<file path="src/rtl/lo_nco_quad.sv">
// Phase-accumulator quadrature LO producing square or three-level sign/zero streams for channel mixers.
// Outputs registered one cycle after the accumulator value; tuning words are applied only at a phase wrap.
// Define LO_NCO_DITHER_EN to add an 8-bit LFSR dither into the phase bits just below the 6-bit quantiser.
module lo_nco_quad #(
    parameter int unsigned       ACC_W   = 16,
    parameter logic [ACC_W-1:0]  FTW_RST = ACC_W'(16'h0400),
    parameter int unsigned       ZW      = 5
) (
    input  logic             clk,
    input  logic             rstb,
    input  logic             en,
    input  logic             mode,
    input  logic [ACC_W-1:0] phase_off,
    input  logic [ACC_W-1:0] ftw_data,
    input  logic             ftw_valid,
    output logic             ftw_ready,
    output logic             sin_out,
    output logic             cos_out,
    output logic             sin_zero,
    output logic             cos_zero,
    output logic             wrap
);

    logic [ACC_W-1:0] acc_q, acc_d;
    logic [ACC_W-1:0] ftw_act_q, ftw_act_d;
    logic [ACC_W-1:0] pend_word_q, pend_word_d;
    logic             pend_q, pend_d;
    logic             sin_q, sin_d;
    logic             cos_q, cos_d;
    logic             sin_zero_q, sin_zero_d;
    logic             cos_zero_q, cos_zero_d;
    logic             wrap_q, wrap_d;

    logic [ACC_W-1:0] acc_sum;
    logic             carry;
    logic             accept;
    logic             apply;
    logic [5:0]       p6;
    logic [5:0]       q6;
    logic             phase_unused;

`ifdef LO_NCO_DITHER_EN
    logic [7:0]        lfsr_q, lfsr_d;
    logic [ACC_W+13:0] phase_ext;

    // Extend by 14 fractional bits so the dither lands on p[ACC_W-7:ACC_W-14] for any ACC_W >= 8.
    assign phase_ext    = {acc_q + phase_off, 14'd0} + ({{(ACC_W + 6){1'b0}}, lfsr_q} << ACC_W);
    assign p6           = phase_ext[ACC_W+13 -: 6];
    assign phase_unused = ^phase_ext[ACC_W+7:0];

    always_comb begin
        lfsr_d = lfsr_q;
        if (en) begin
            lfsr_d = {lfsr_q[6:0], lfsr_q[7] ^ lfsr_q[5] ^ lfsr_q[4] ^ lfsr_q[3]};
        end
    end

    always_ff @(posedge clk or negedge rstb) begin
        if (!rstb) begin
            lfsr_q <= 8'h01;
        end else begin
            lfsr_q <= lfsr_d;
        end
    end
`else
    logic [ACC_W-1:0] phase;

    assign phase        = acc_q + phase_off;
    assign p6           = phase[ACC_W-1 -: 6];
    assign phase_unused = ^phase[ACC_W-7:0];
`endif

    // cos is sin advanced by a quarter cycle, so its window index trails by 16.
    assign q6 = p6 - 6'd16;

    function automatic logic in_zero_win(input logic [5:0] x);
        in_zero_win = (x >= 6'(64 - ZW)) || (x < 6'(ZW)) ||
                      ((x >= 6'(32 - ZW)) && (x < 6'(32 + ZW)));
    endfunction

    always_comb begin
        {carry, acc_sum} = {1'b0, acc_q} + {1'b0, ftw_act_q};
        accept = ftw_valid && !pend_q;
        // A zero tuning word never carries, so it must not wait for a wrap.
        apply  = en && pend_q && (carry || (ftw_act_q == '0));

        acc_d       = en ? acc_sum : acc_q;
        ftw_act_d   = apply ? pend_word_q : ftw_act_q;
        pend_word_d = accept ? ftw_data : pend_word_q;
        pend_d      = pend_q;
        if (accept) begin
            pend_d = 1'b1;
        end else if (apply) begin
            pend_d = 1'b0;
        end

        sin_d      = sin_q;
        cos_d      = cos_q;
        sin_zero_d = sin_zero_q;
        cos_zero_d = cos_zero_q;
        if (en) begin
            sin_d      = ~p6[5];
            cos_d      = ~(p6[5] ^ p6[4]);
            sin_zero_d = mode && in_zero_win(p6);
            cos_zero_d = mode && in_zero_win(q6);
        end
        wrap_d = en && carry;
    end

    always_ff @(posedge clk or negedge rstb) begin
        if (!rstb) begin
            acc_q       <= '0;
            ftw_act_q   <= FTW_RST;
            pend_word_q <= '0;
            pend_q      <= 1'b0;
            sin_q       <= 1'b0;
            cos_q       <= 1'b0;
            sin_zero_q  <= 1'b0;
            cos_zero_q  <= 1'b0;
            wrap_q      <= 1'b0;
        end else begin
            acc_q       <= acc_d;
            ftw_act_q   <= ftw_act_d;
            pend_word_q <= pend_word_d;
            pend_q      <= pend_d;
            sin_q       <= sin_d;
            cos_q       <= cos_d;
            sin_zero_q  <= sin_zero_d;
            cos_zero_q  <= cos_zero_d;
            wrap_q      <= wrap_d;
        end
    end

    assign ftw_ready = !pend_q;
    assign sin_out   = sin_q;
    assign cos_out   = cos_q;
    assign sin_zero  = sin_zero_q;
    assign cos_zero  = cos_zero_q;
    assign wrap      = wrap_q;

endmodule

</file>
<file path="config.mk">
export PLATFORM = sky130hd
export DESIGN_NAME = lo_nco_quad
export DESIGN_NICKNAME = d
export VERILOG_FILES = /design/src/rtl/lo_nco_quad.sv
export SDC_FILE = /design/constraint.sdc
export NUM_CORES = 1
export LEC_CHECK = 0
export CAP_MARGIN = 20
export CORE_AREA = 5 5 90 92
export DETAILED_ROUTE_END_ITERATION = 8
export DIE_AREA = 0 0 95 97
export PLACE_DENSITY_LB_ADDON = 0.1
export SETUP_SLACK_MARGIN = 0.05
export SLEW_MARGIN = 5
export SYNTH_ARGS = -nofsm -noshare
export SYNTH_HDL_FRONTEND = slang
export SYNTH_SLANG_ARGS = --single-unit
</file>
<file path="constraint.sdc">
create_clock -name clk -period 3.7 [get_ports clk]
set_input_delay 0.74 -clock clk [delete_from_list [all_inputs] [get_ports clk]]
set_output_delay 0.74 -clock clk [all_outputs]
set_load 0.02 [all_outputs]
</file>
==> flow_summary.json <==
{
  "cts_tree": "done",
  "timing.final.ws_setup_ns": 0.158,
  "synth_nets": 401,
  "critPathMaxFanout": 5,
  "wl_per_cell_um": 15.7,
  "slew_headroom_pct": 46.4,
  "cp.required_ns": 3.94,
  "antenna_left": 0,
  "grt_max_degree": 37,
  "ys_seq_elements": 54,
  "cts_hold_buffers": 0,
  "netlist_area_mm2": 0.00356,
  "synthFlopType": "dfrtp_1",
  "drc_errors": 0,
  "drive_above_1_share_pct": 29.4,
  "drt_iter0_markers": 85,
  "core_mm2": 0.00714,
  "grt_pass1_vias": 2795,
  "antenna_found_initial": 0,
  "cpMostUsedCell": "buf_4",
  "htree_levels": 2,
  "track_usage_pct": 17.5,
  "cts_made_buffers": 5,
  "period_share_pct": 95.7,
  "path_cells": "clkdlybuf4s50_1 -> ha_4 -> a21oi_1 -> o21ai_2 -> o311ai_4 -> nand2_2 -> buf_4 -> buf_4 -> buf_4 -> buf_4 -> buf_4 -> buf_4 -> buf_4 -> or4_1 -> a21oi_1 -> a211o_1",
  "finalSetupTns_ns": 0,
  "ys_seq_area_share_pct": 38.0,
  "worst_setup_path_end_kind": "flop",
  "gr-total-overflow": 0,
  "fmax_mhz": 282,
  "synth_edf_count": 0,
  "yosysWarnings": 0,
  "ios": 43,
  "fillers": 589,
  "hp-class": "flop to flop",
  "max_stage_delay_ns": 0.54,
  "die_w_um": 95,
  "maxCapViolCount": 0,
  "cts.sinks": 54,
  "worst_path_max_delay_cell": "clkdlybuf4s50_1",
  "die_y_um": 97,
  "path_clk_slew_ns": 0.09,
  "synthArstFlopShare_pct": 100,
  "antennaDiodeCount": 0,
  "report.final.slew_viol_count": 0,
  "first_pass_iters": 4,
  "irDropWorstVdd_v": 0.000359,
  "power_density_mw_per_mm2": 966,
  "cp-start-kind": "primary input",
  "clock_latency_ns": 0.31,
  "finalHoldViolCount": 0,
  "die-area_mm2": 0.00922,
  "wirelength_mm": 7.85,
  "path_class": "primary input to flop",
  "final-setup-viol-count": 0,
  "rsz0062_at_grt": "yes",
  "post-place-ws_ns": -0.497,
  "placedCellCount": 483,
  "synthCells": 326,
  "run_status": "finished clean",
  "clockBufferDepth": 2,
  "multi_input_area_mm2": 0.00233,
  "layout.cells.non_filler": 501,
  "grt_pass1_wl_mm": 13.2,
  "cp.arrival_ns": 3.79,
  "period_needed_ns": 3.54,
  "synth_cell_types": 58,
  "syn2layout_area_growth_pct": 30.0,
  "vias": 2782,
  "cellLeakagePower_nw": 2.00,
  "seqCellArea_mm2": 0.00135,
  "hold_slack_ns": 0.504,
  "nets": 476,
  "rows": 31,
  "gp_congestion": 0.884,
  "vias_per_cell": 5.55,
  "skew_ns": 0.0115,
  "cts-root-buf": "clkbuf_8",
  "syn_area_per_cell_um2": 10.9,
  "start_util_pct": 49.8,
  "io_buffer_count": 42,
  "worst_pin_slew_ns": 0.804,
  "path_buf_inv": 8,
  "cp_top_family": "buffers and inverters",
  "dp_hpwl_mm": 5.95
}
## layer usage
layer  GRT usage, %  vias up  share of wire, %  wire, um
li1               -     1387                 -         -
met1           22.9     1323                45      3520
met2           29.0       61                50      3960
met3           2.87       11               3.2       249
met4           6.22        0               1.6       122
met5              0        -                 0         0
## flip-flops by register name, indices dropped and copies added, names as in the netlist
register / cells
pend_q: 1
cos_out: 1
sin_zero: 1
ftw_act_q: 16
cos_zero: 1
pend_word_q: 16
wrap: 1
acc_q: 16
sin_out: 1
## per-stage QoR
| stage | area [um2] | power [mW] | utilization, % |
|---|---|---|---|
| 6_report | 4630 | 4.47 | 64.8 |
| 5_1_grt | 4630 | 4.86 | 64.8 |
| 4_1_cts | 4500 | 4.37 | 63.1 |
| 3_5_place_dp | 4340 | 3.94 | 60.8 |
| 3_3_place_gp | 4340 | 3.85 | 60.8 |
| 2_1_floorplan | 3660 | 3.15 | - |
## synthesized netlist by cell type, drive strengths merged, types with 2 or more instances
| cell | n | area share (%) |
|---|---|---|
| nand3b | 2 | 0.42 |
| mux2i | 2 | 0.56 |
| nor3 | 7 | 0.98 |
| o31ai | 5 | 1.1 |
| nor2b | 4 | 0.70 |
| a2111oi | 2 | 0.67 |
| or3 | 5 | 0.88 |
| dfrtp | 53 | 37 |
| nand3 | 9 | 1.3 |
| and2 | 3 | 0.53 |
| or2 | 2 | 0.35 |
| nor4 | 4 | 0.70 |
| o311ai | 3 | 1.2 |
| a21oi | 19 | 2.9 |
| o21ai | 16 | 2.6 |
| a211oi | 6 | 1.6 |
| and4 | 3 | 0.74 |
| nor3b | 2 | 0.42 |
| ha | 37 | 13 |
| o41ai | 3 | 1.3 |
| nand4 | 3 | 0.53 |
| nand4b | 2 | 0.49 |
| clkbuf | 6 | 0.63 |
| and3 | 4 | 0.70 |
| o21bai | 2 | 0.42 |
| o21a | 5 | 1.1 |
| a31oi | 2 | 0.35 |
| a21o | 5 | 1.1 |
| inv | 14 | 1.5 |
| xnor2 | 8 | 2.0 |
| xor2 | 6 | 1.5 |
| a31o | 2 | 0.49 |
| mux2 | 41 | 13 |
| o211ai | 3 | 0.63 |
| nor2 | 7 | 0.74 |
| nand2 | 14 | 1.5 |
| buf | 2 | 0.46 |
## cells in the final DEF (no fill, tap or decap), types with 4 or more instances in the layout
cell / instances
or3_1: 4
dlygate4sd2_1: 4
ha_4: 8
xnor2_1: 8
nor2b_1: 4
nor4_1: 4
nor3_1: 7
clkdlybuf4s50_1: 35
clkbuf_8: 5
dfrtp_1: 53
a21o_1: 5
nand3_1: 8
buf_4: 34
o21ai_2: 4
o21ai_0: 11
a211oi_1: 4
nor2_1: 7
mux2_2: 41
o21a_1: 5
a21oi_1: 16
nand2_1: 13
ha_1: 29
o31ai_1: 5
inv_1: 14
xor2_1: 5
## layout make-up
class / count / area share [%]
Tap cell: 99 / 2.68
Inverter: 15 / 1.22
Timing Repair Buffer: 76 / 14.5
Multi-Input combinational cell: 249 / 50.4
Clock buffer: 6 / 1.57
Sequential cell: 54 / 29.2
Clock inverter: 2 / 0.379
## worst register-to-register path: cells and delay by family, from the launching register on
family / cells / cell delay, ns
buffers and inverters: 7 / 0.89
AND/OR/NAND/NOR: 2 / 0.60
adder cells (fa/ha/maj): 1 / 0.26
AO/OA/AOI/OAI: 6 / 1.07
flip-flops: 1 / 0.44
## logic make-up after synthesis
| kind of cell | Yosys count | synth area share (%) |
|---|---|---|
| compound gates | 81 | 17.4 |
| simple gates | 73 | 11.4 |
| flops | 54 | 38.0 |
| mux | 43 | 13.5 |
| fa+ha+maj | 38 | 13.6 |
| buf+inv | 23 | 2.67 |
| xor+xnor | 14 | 3.45 |
## where the power goes
| group | switching (mW) | total, mW | internal (mW) | leakage [nW] |
|---|---|---|---|---|
| clock | 0.198 | 0.337 | 0.139 | 0.0462 |
| combinational | 1.44 | 2.99 | 1.55 | 1.30 |
| sequential | 0.249 | 1.15 | 0.898 | 0.650 |
## what timing repair did
| item | in CTS | in global routing |
|---|---|---|
| gates resized for setup | 7 | 15 |
| pin swaps | 13 | 12 |
| buffers inserted | 8 | 2 |
| endpoints found under the hold margin | 0 | 0 |
| setup endpoints to repair | 2 | 2 |
## final timing paths
check                        startpoint           end  slack (ns)  depth (start not counted)
max in group asynchronous          rstb       sin_out        2.43                          2
min                            cos_zero      cos_zero        0.50                          1
min reg2reg                    cos_zero      cos_zero        0.50                          1
max                        phase_off[9]      cos_zero        0.16                         16
max reg2reg                    acc_q[1]      cos_zero        0.39                         16
min in group asynchronous          rstb  ftw_act_q[5]        0.52                          1
No activity file was read; power rests on OpenSTA's default activity.
